### config.mk
export PLATFORM = sky130hd
export DESIGN_NAME = trap_sequencer
export DESIGN_NICKNAME = d
export VERILOG_FILES = /design/src/rtl/trap_sequencer.sv
export SDC_FILE = /design/constraint.sdc
export NUM_CORES = 1
export LEC_CHECK = 0
export BUFFER_PORTS_ARGS = -buffer_cell sky130_fd_sc_hd__buf_2
export CAP_MARGIN = 0
export CORE_ASPECT_RATIO = 0.75
export CORE_UTILIZATION = 50
export CTS_BUF_LIST = sky130_fd_sc_hd__clkbuf_4
export DETAILED_ROUTE_END_ITERATION = 12
export PLACE_DENSITY_LB_ADDON = 0.12
export SKIP_LAST_GASP = 1
export SLEW_MARGIN = 40
export SYNTH_ARGS = -nofsm -noshare
export SYNTH_HDL_FRONTEND = slang
export SYNTH_SLANG_ARGS = --single-unit
### constraint.sdc
create_clock -name clk -period 11.85 [get_ports clk]
set_clock_uncertainty 0.05 [all_clocks]
set_input_delay 1.185 -clock clk [delete_from_list [all_inputs] [get_ports clk]]
set_output_delay 1.185 -clock clk [all_outputs]
set_load 0.01 [all_outputs]
### src/rtl/trap_sequencer.sv
// Machine-mode trap/MRET sequencer: serialises the trap CSR updates (MEPC, MCAUSE,
// MTVAL, MSTATUS) or the MRET MSTATUS restore, then issues a single fetch redirect.
module trap_sequencer #(
  parameter bit VECTORED_EN = 1'b1
) (
  input  logic        clk,
  input  logic        rst,
  input  logic        trap_req,
  input  logic        trap_is_irq,
  input  logic [3:0]  trap_code,
  input  logic [31:0] trap_pc,
  input  logic [31:0] trap_tval,
  input  logic        mret_req,
  input  logic [31:0] mstatus_in,
  input  logic [31:0] mtvec_in,
  input  logic [31:0] mepc_in,
  output logic        trap_ack,
  output logic        mret_ack,
  output logic        csr_we,
  output logic [11:0] csr_waddr,
  output logic [31:0] csr_wdata,
  input  logic        csr_wdone,
  output logic        busy,
  output logic        redirect_valid,
  output logic [31:0] redirect_pc,
  output logic        pipe_flush
);

  localparam logic [11:0] ADDR_MSTATUS = 12'h300;
  localparam logic [11:0] ADDR_MEPC    = 12'h341;
  localparam logic [11:0] ADDR_MCAUSE  = 12'h342;
  localparam logic [11:0] ADDR_MTVAL   = 12'h343;

  typedef enum logic [2:0] {
    S_IDLE,
    S_W_EPC,
    S_W_CAUSE,
    S_W_TVAL,
    S_W_STATUS,
    S_REDIRECT
  } state_t;

  state_t      state_q, state_d;
  logic        first_q, first_d;
  logic        is_mret_q;
  logic        is_irq_q;
  logic [3:0]  code_q;
  logic [31:0] pc_q;
  logic [31:0] tval_q;
  logic [31:0] mstatus_q;
  logic [31:0] mtvec_q;
  logic [31:0] mepc_q;

  logic        trap_accept;
  logic        mret_accept;
  logic [31:0] status_trap;
  logic [31:0] status_mret;
  logic [31:0] trap_base;
  logic [31:0] trap_target;

  assign trap_accept = (state_q == S_IDLE) && trap_req;
  assign mret_accept = (state_q == S_IDLE) && !trap_req && mret_req;

  always_comb begin
    status_trap        = mstatus_q;
    status_trap[7]     = mstatus_q[3];
    status_trap[3]     = 1'b0;
    status_trap[12:11] = 2'b11;
    status_mret        = mstatus_q;
    status_mret[3]     = mstatus_q[7];
    status_mret[7]     = 1'b1;
    status_mret[12:11] = 2'b11;
  end

  // Vectored offset only for interrupts in MODE=1; MODE 2/3 fall back to direct.
  assign trap_base = {mtvec_q[31:2], 2'b00};
  always_comb begin
    trap_target = trap_base;
    if (VECTORED_EN && (mtvec_q[1:0] == 2'b01) && is_irq_q)
      trap_target = trap_base + {26'b0, code_q, 2'b00};
  end

  always_ff @(posedge clk or posedge rst) begin
    if (rst) begin
      state_q   <= S_IDLE;
      first_q   <= 1'b0;
      is_mret_q <= 1'b0;
      is_irq_q  <= 1'b0;
      code_q    <= '0;
      pc_q      <= '0;
      tval_q    <= '0;
      mstatus_q <= '0;
      mtvec_q   <= '0;
      mepc_q    <= '0;
    end else begin
      state_q <= state_d;
      first_q <= first_d;
      if (trap_accept || mret_accept) begin
        is_mret_q <= mret_accept;
        is_irq_q  <= trap_is_irq;
        code_q    <= trap_code;
        pc_q      <= trap_pc;
        tval_q    <= trap_tval;
        mstatus_q <= mstatus_in;
        mtvec_q   <= mtvec_in;
        mepc_q    <= mepc_in;
      end
    end
  end

  always_comb begin
    state_d        = state_q;
    first_d        = 1'b0;
    trap_ack       = 1'b0;
    mret_ack       = 1'b0;
    csr_we         = 1'b0;
    csr_waddr      = '0;
    csr_wdata      = '0;
    busy           = 1'b0;
    redirect_valid = 1'b0;
    redirect_pc    = '0;
    pipe_flush     = 1'b0;
    case (state_q)
      S_IDLE: begin
        // Acks are gated by rst so that a held request cannot pulse them during reset.
        if (trap_accept && !rst) begin
          trap_ack = 1'b1;
          state_d  = S_W_EPC;
          first_d  = 1'b1;
        end else if (mret_accept && !rst) begin
          mret_ack = 1'b1;
          state_d  = S_W_STATUS;
          first_d  = 1'b1;
        end
      end
      S_W_EPC: begin
        busy      = 1'b1;
        csr_we    = first_q;
        csr_waddr = ADDR_MEPC;
        csr_wdata = {pc_q[31:2], 2'b00};
        if (csr_wdone) begin
          state_d = S_W_CAUSE;
          first_d = 1'b1;
        end
      end
      S_W_CAUSE: begin
        busy      = 1'b1;
        csr_we    = first_q;
        csr_waddr = ADDR_MCAUSE;
        csr_wdata = {is_irq_q, 27'b0, code_q};
        if (csr_wdone) begin
          state_d = S_W_TVAL;
          first_d = 1'b1;
        end
      end
      S_W_TVAL: begin
        busy      = 1'b1;
        csr_we    = first_q;
        csr_waddr = ADDR_MTVAL;
        csr_wdata = is_irq_q ? 32'h0 : tval_q;
        if (csr_wdone) begin
          state_d = S_W_STATUS;
          first_d = 1'b1;
        end
      end
      S_W_STATUS: begin
        busy      = 1'b1;
        csr_we    = first_q;
        csr_waddr = ADDR_MSTATUS;
        csr_wdata = is_mret_q ? status_mret : status_trap;
        if (csr_wdone)
          state_d = S_REDIRECT;
      end
      S_REDIRECT: begin
        busy           = 1'b1;
        redirect_valid = 1'b1;
        pipe_flush     = 1'b1;
        redirect_pc    = is_mret_q ? {mepc_q[31:2], 2'b00} : trap_target;
        state_d        = S_IDLE;
      end
      default: state_d = S_IDLE;
    endcase
  end

endmodule

# Yosys cells after proc, flatten, opt, wreduce, memory -nomap -nowiden
# Index checks and enable logic that the tools add are counted.
# op_classes
n_addsub	1
mux	25
n_reduce_logical	14
n_eq_ne	11
# op_table
op	count
two-way mux 32 bit	4
one-hot mux 32 bit (4 select lines)	1
one-hot mux 10 bit (4 select lines)	1
adder 32 x 6 -> 32 bit	1
two-way mux 3 bit	6
one-hot mux 3 bit (5 select lines)	1
two-way mux 1 bit	10
two-way mux 8 bit	1
inequality test 2 bit (second input constant)	4
== test 3 x 2 -> 1 bit (second input constant)	2
== test 3 bit (second input constant)	2
logical AND 1 bit	6
AND reduction 5 bit	1
OR reduction 5 bit	1
OR reduction 4 bit	1
== test 3 x 1 -> 1 bit (second input constant)	1
logical NOT 3 bit	1
inequality test 3 x 1 -> 1 bit (second input constant)	1
OR reduction 3 bit	1
== test 2 x 1 -> 1 bit (second input constant)	1
logical NOT 1 bit	2
one-hot mux 1 bit (2 select lines)	1
logical OR 1 bit	1
# totals
in_bits	170
elab_cells	61
regBits	170
output_inout_bits	82

# Logic depth before layout (Yosys ltp)
# depth
depth_word	7
depth_mapped	9
ltp_nobuf	8

# Worst setup path before layout
# No wires, ideal clock.
# synth_path
path_kind	input to output
startpoint	in rst
endpoint	out trap_ack
slack_ps	5412
cell_stages	2
arrival_ps	5203
path_buffers	0
required_time_ps	10615
path_cell_list	inv_1 -> and3_1
# synth_between
elab_chain_cells	4
# synth_lines
item	line	text
from (decl)	7	input logic rst,
logical NOT 1 bit	126	if (trap_accept && !rst) begin
logical AND 1 bit	126	
two-way mux 1 bit	126	
two-way mux 1 bit	123	case (state_q)
to (decl)	17	output logic trap_ack,
# Every way passes these cells.

# Worst setup path after layout
# layout_path
startpoint	reg code_q[0]
endpoint	out redirect_pc[30]
# layout_between
elab_chain_cells	4
# layout_lines
item	line	text
from (decl)	47	logic [3:0] code_q;
from (signal assigned)	101	code_q <= trap_code;
adder 32 x 6 -> 32 bit	80	trap_target = trap_base + {26'b0, code_q, 2'b00};
two-way mux 32 bit	79	if (VECTORED_EN && (mtvec_q[1:0] == 2'b01) && is_irq_q)
two-way mux 32 bit	178	redirect_pc = is_mret_q ? {mepc_q[31:2], 2'b00} : trap_target;
two-way mux 32 bit	123	
to (decl)	25	output logic [31:0] redirect_pc,
# Every way passes these cells.

==> impl_metrics.prom <==
# TYPE chip_impl_metric gauge
chip_impl_info{name="outcome",value="finished clean"} 1
chip_impl_metric{name="via_count_of_the_routed_design",unit=""} 6031
chip_impl_metric{name="worst_skew_pair.late_latency",unit="ps"} 550
chip_impl_info{name="min_to",value="mepc_q[26]$_DFFE_PP0P_"} 1
chip_impl_metric{name="grt_start_max_net_pins",unit=""} 97
chip_impl_metric{name="cts-root-to-sink-buffers",unit=""} 2
chip_impl_metric{name="timing.critical_path.depth",unit=""} 10
chip_impl_metric{name="min_period",unit="ps"} 4190
chip_impl_metric{name="gp_routability_congestion",unit=""} 0.845
chip_impl_metric{name="rr_worst_depth",unit=""} 4
chip_impl_info{name="dominant_cells_by_area_after_synthesis",value="sky130_fd_sc_hd__dfrtp_1 50%, sky130_fd_sc_hd__mux2_2 21%, sky130_fd_sc_hd__a222oi_1 3.0%"} 1
chip_impl_metric{name="numCtsBuffers",unit=""} 17
chip_impl_metric{name="remaining_drc_errors",unit=""} 0
chip_impl_metric{name="dr_pass1_iterations",unit=""} 6
chip_impl_metric{name="design.die.area",unit="µm²"} 16800
chip_impl_metric{name="irDropWorstVdd",unit="mV"} 0.142
chip_impl_metric{name="timing.max_cap.violations",unit=""} 0
chip_impl_metric{name="worst_ep_required_time",unit="ps"} 10620
chip_impl_metric{name="slew_viol_final",unit=""} 0
chip_impl_metric{name="grt.total_usage",unit="%"} 24.8
chip_impl_info{name="cpLargestDelayFamily",value="adder cells"} 1
chip_impl_metric{name="synth_compound_gate_area_share",unit="%"} 11.2
chip_impl_metric{name="timing.setup.tns",unit="ps"} 0
chip_impl_metric{name="synth_async_sr_flop_share",unit="%"} 100
chip_impl_info{name="critical_path.slowest_cell",value="sky130_fd_sc_hd__dfrtp_1"} 1
chip_impl_metric{name="cts_htree_levels",unit=""} 4
chip_impl_info{name="critical_path.endpoint_type",value="primary output"} 1
chip_impl_info{name="ys.flop_type",value="sky130_fd_sc_hd__dfrtp_1"} 1
chip_impl_metric{name="number_of_buffer_and_inverter_instances_along_the_worst_setup_path",unit=""} 3
chip_impl_metric{name="post_route_cells_drive_above_1_share",unit="%"} 50.3
chip_impl_metric{name="final_design_area_no_fill",unit="µm²"} 9660
chip_impl_metric{name="worst_path_largest_cell_delay",unit="ps"} 400
chip_impl_metric{name="synth_enable_flop_cells",unit=""} 0
chip_impl_metric{name="synth-simple-area-share",unit="%"} 7.17
chip_impl_metric{name="fillerInstances",unit=""} 1290
chip_impl_metric{name="finish.net_count",unit=""} 1063
chip_impl_info{name="cts_tree",value="built"} 1
chip_impl_metric{name="ys_seq_area_share",unit="%"} 50.5
chip_impl_info{name="min-delay-path-class",value="flip-flop to flip-flop"} 1
chip_impl_metric{name="num_io_pins",unit=""} 252
chip_impl_metric{name="cts_resized",unit=""} 0
chip_impl_metric{name="layout.cells.non_filler",unit=""} 1108
chip_impl_metric{name="crit_fanout",unit=""} 12
chip_impl_metric{name="drtAntennaViolNets",unit=""} 0
chip_impl_metric{name="yosys.area.top_type_share",unit="%"} 50.5
chip_impl_metric{name="dieWidth",unit="µm"} 149
chip_impl_metric{name="worst_setup_hold_path_clk_slew",unit="ps"} 130
chip_impl_metric{name="p_leak",unit="nW"} 4.49
chip_impl_metric{name="numPortBuffers",unit=""} 236
chip_impl_metric{name="synth_area_per_cell",unit="µm²"} 12.1
chip_impl_metric{name="post_synth_xor_area_fraction",unit="%"} 2.91
chip_impl_info{name="yosys.area.top_type",value="sky130_fd_sc_hd__dfrtp_1"} 1
chip_impl_metric{name="timing.fmax",unit="MHz"} 239
chip_impl_metric{name="timing.final.crit_share",unit="%"} 35.3
chip_impl_metric{name="number_of_antenna_violations_at_the_first_check_in_global_routing",unit=""} 2
chip_impl_metric{name="min_delay_path_depth",unit=""} 1
chip_impl_info{name="hold_path_startpoint",value="mepc_q[26]$_DFFE_PP0P_"} 1
chip_impl_info{name="cts.root.buffer_cell",value="sky130_fd_sc_hd__clkbuf_4"} 1
chip_impl_metric{name="vias_per_cell",unit=""} 5.44
chip_impl_metric{name="core_region_area",unit="µm²"} 15600
chip_impl_info{name="critPathLaunchType",value="flip-flop"} 1
chip_impl_metric{name="post_synth_mux_area_share",unit="%"} 21.7
chip_impl_metric{name="die-height",unit="µm"} 112
chip_impl_metric{name="grt_pass1_vias",unit=""} 6236
chip_impl_metric{name="report.final.hold_viol_count",unit=""} 0
chip_impl_metric{name="synth.lib_cells_used.distinct",unit=""} 57
chip_impl_metric{name="post-cts-setup-buffer-count",unit=""} 0
chip_impl_metric{name="timing_worst_slew_pin_value",unit="ps"} 813
chip_impl_info{name="rsz0062_at_grt",value="false"} 1
chip_impl_info{name="r2r_end",value="mstatus_q[9]$_DFFE_PP0P_"} 1
chip_impl_metric{name="hold_bufs_at_cts",unit=""} 0
chip_impl_metric{name="detail_route.wirelength",unit="µm"} 19800
chip_impl_metric{name="grt_pass1_wl",unit="µm"} 31900
chip_impl_metric{name="core.rowCount",unit=""} 39
chip_impl_info{name="crit_path_cell_trace",value="ha_1 > inv_1 > fa_1 > nor2b_1 > o21ai_1 > buf_4 > a211oi_2 > mux2i_1 > o22ai_1 > buf_2"} 1
chip_impl_metric{name="post_dp_cell_area",unit="µm²"} 9380
chip_impl_metric{name="reg2reg_setup_slack",unit="ps"} 9140
chip_impl_metric{name="finalSetupViolCount",unit=""} 0
chip_impl_metric{name="ys_seq_elements",unit=""} 164
chip_impl_metric{name="clkSinkCount",unit=""} 164
chip_impl_metric{name="synth_warnings",unit=""} 0
chip_impl_metric{name="power.density",unit="nW/µm²"} 268
chip_impl_metric{name="grt_remaining_overflow",unit=""} 0
chip_impl_info{name="reg2reg_from",value="state_q[0]$_DFFE_PP0P_"} 1
chip_impl_metric{name="initial_core_utilization",unit="%"} 52.2
chip_impl_metric{name="postSynthCellCount",unit=""} 671
chip_impl_metric{name="timing.critical_path.arrival",unit="ps"} 2950
chip_impl_metric{name="worst_slew_margin_rel",unit="%"} 45.8
chip_impl_metric{name="synthesized_area_fraction_occupied_by_adder_cells",unit="%"} 0.862
chip_impl_metric{name="post-place-cells",unit=""} 1074
chip_impl_metric{name="drt_first_iter_violations",unit=""} 374
chip_impl_info{name="combinational_family_with_the_most_area_after_synthesis",value="multiplexers"} 1
chip_impl_info{name="path_class",value="flip-flop to primary output"} 1
chip_impl_metric{name="area_growth",unit="%"} 18.8
chip_impl_metric{name="total_power",unit="W"} 0.00258
chip_impl_info{name="leading_cell_type_in_the_layout_fill_and_taps_excluded",value="sky130_fd_sc_hd__buf_2"} 1
chip_impl_metric{name="dp_hpwl",unit="µm"} 14100
chip_impl_info{name="final_cell_mix",value="236 x sky130_fd_sc_hd__buf_2, 164 x sky130_fd_sc_hd__dfrtp_1, 153 x sky130_fd_sc_hd__mux2_2"} 1
chip_impl_metric{name="synth.cell_area",unit="µm²"} 8130
chip_impl_metric{name="post_dr_wirelength_cell",unit="µm"} 17.9
## worst register-to-register path, delay by kind of cell (launching register included)
kind            cells  cell delay (ps)
mux                 1              510
simple gates        1              380
buf+inv             1              660
flops               1              540
compound gates      1              470
## kinds of logic after synthesis
family,after synthesis
fa+ha+maj,5
xor+xnor,27
simple gates,99
compound gates,128
mux,157
flops,164
other cells,1
buf+inv,90
## worst max-delay path by stage
stage                           start                       end  slack, ps
3_5_place_dp                      rst                  trap_ack       8160
6_report        code_q[0]$_DFFE_PP0P_           redirect_pc[30]       7660
4_1_cts         code_q[0]$_DFFE_PP0P_           redirect_pc[30]       7660
5_1_grt        state_q[2]$_DFFE_PP0P_           redirect_pc[30]       7410
2_1_floorplan                     rst                  trap_ack       5410
3_3_place_gp                 trap_req  mstatus_q[3]$_DFFE_PP0P_       8140
## power breakdown
| part | internal, W | switching, W | total (W) |
|---|---|---|---|
| combinational | 0.000609 | 0.000600 | 0.00121 |
| sequential | 0.000850 | 0.000210 | 0.00106 |
| clock | 0.000109 | 0.000207 | 0.000316 |
## layer usage
| layer | GRT usage [%] | part of all wire (%) | wire, µm |
|---|---|---|---|
| met3 | 6.50 | 6.8 | 1350 |
| met2 | 37.5 | 45 | 9000 |
| met4 | 8.64 | 1.7 | 337 |
| met1 | 34.4 | 46 | 9140 |
| met5 | 0 | 0 | 0 |
## synth_stat cells (2+ instances only)
master	count
sky130_fd_sc_hd__clkbuf_1	14
sky130_fd_sc_hd__and3_1	3
sky130_fd_sc_hd__nand2_1	32
sky130_fd_sc_hd__a22oi_1	5
sky130_fd_sc_hd__nand4_1	4
sky130_fd_sc_hd__nor2_1	16
sky130_fd_sc_hd__xnor2_1	27
sky130_fd_sc_hd__buf_4	23
sky130_fd_sc_hd__and2_1	2
sky130_fd_sc_hd__dfrtp_1	164
sky130_fd_sc_hd__and4_1	4
sky130_fd_sc_hd__mux2_1	3
sky130_fd_sc_hd__nor3b_1	3
sky130_fd_sc_hd__a2111oi_2	2
sky130_fd_sc_hd__ha_1	4
sky130_fd_sc_hd__a222oi_1	24
sky130_fd_sc_hd__nand3_1	7
sky130_fd_sc_hd__a211oi_2	5
sky130_fd_sc_hd__a21oi_1	40
sky130_fd_sc_hd__a2111oi_4	2
sky130_fd_sc_hd__nand2b_1	2
sky130_fd_sc_hd__buf_2	17
sky130_fd_sc_hd__nor3_1	7
sky130_fd_sc_hd__o22ai_1	2
sky130_fd_sc_hd__nor4_1	2
sky130_fd_sc_hd__mux2_2	153
sky130_fd_sc_hd__o21ai_0	30
sky130_fd_sc_hd__nor4_4	2
sky130_fd_sc_hd__nor2b_1	4
sky130_fd_sc_hd__a211oi_1	2
sky130_fd_sc_hd__o21a_1	2
sky130_fd_sc_hd__o21ai_1	7
sky130_fd_sc_hd__inv_1	33
## metrics by stage
stage | hold slack [ps] | setup slack [ps] | utilization [%]
after global routing | 479 | 7410 | 62.0
after floorplan | 403 | 5410 | -
after CTS | 451 | 7660 | 62.0
after detailed placement | 421 | 8160 | 60.3
final | 447 | 7660 | 62.1
after global placement | 414 | 8140 | 60.1
## layout make-up
cell class / count / area (µm²) / share of cell area [%]
Antenna cell: 2 / 5.00 / 0.0518
Clock buffer: 18 / 135 / 1.40
Clock inverter: 14 / 128 / 1.32
Inverter: 35 / 139 / 1.44
Multi-Input combinational cell: 425 / 3620 / 37.5
Sequential cell: 164 / 4100 / 42.5
Tap cell: 205 / 256 / 2.66
Timing Repair Buffer: 245 / 1270 / 13.1
## flip-flops by register name, summed over array words and instances (netlist names)
name / flops
first_q: 1
mepc_q: 30
mtvec_q: 32
tval_q: 32
code_q: 4
mstatus_q: 30
pc_q: 30
state_q: 3
is_mret_q: 1
is_irq_q: 1
No activity file was read; power rests on OpenSTA's default activity.
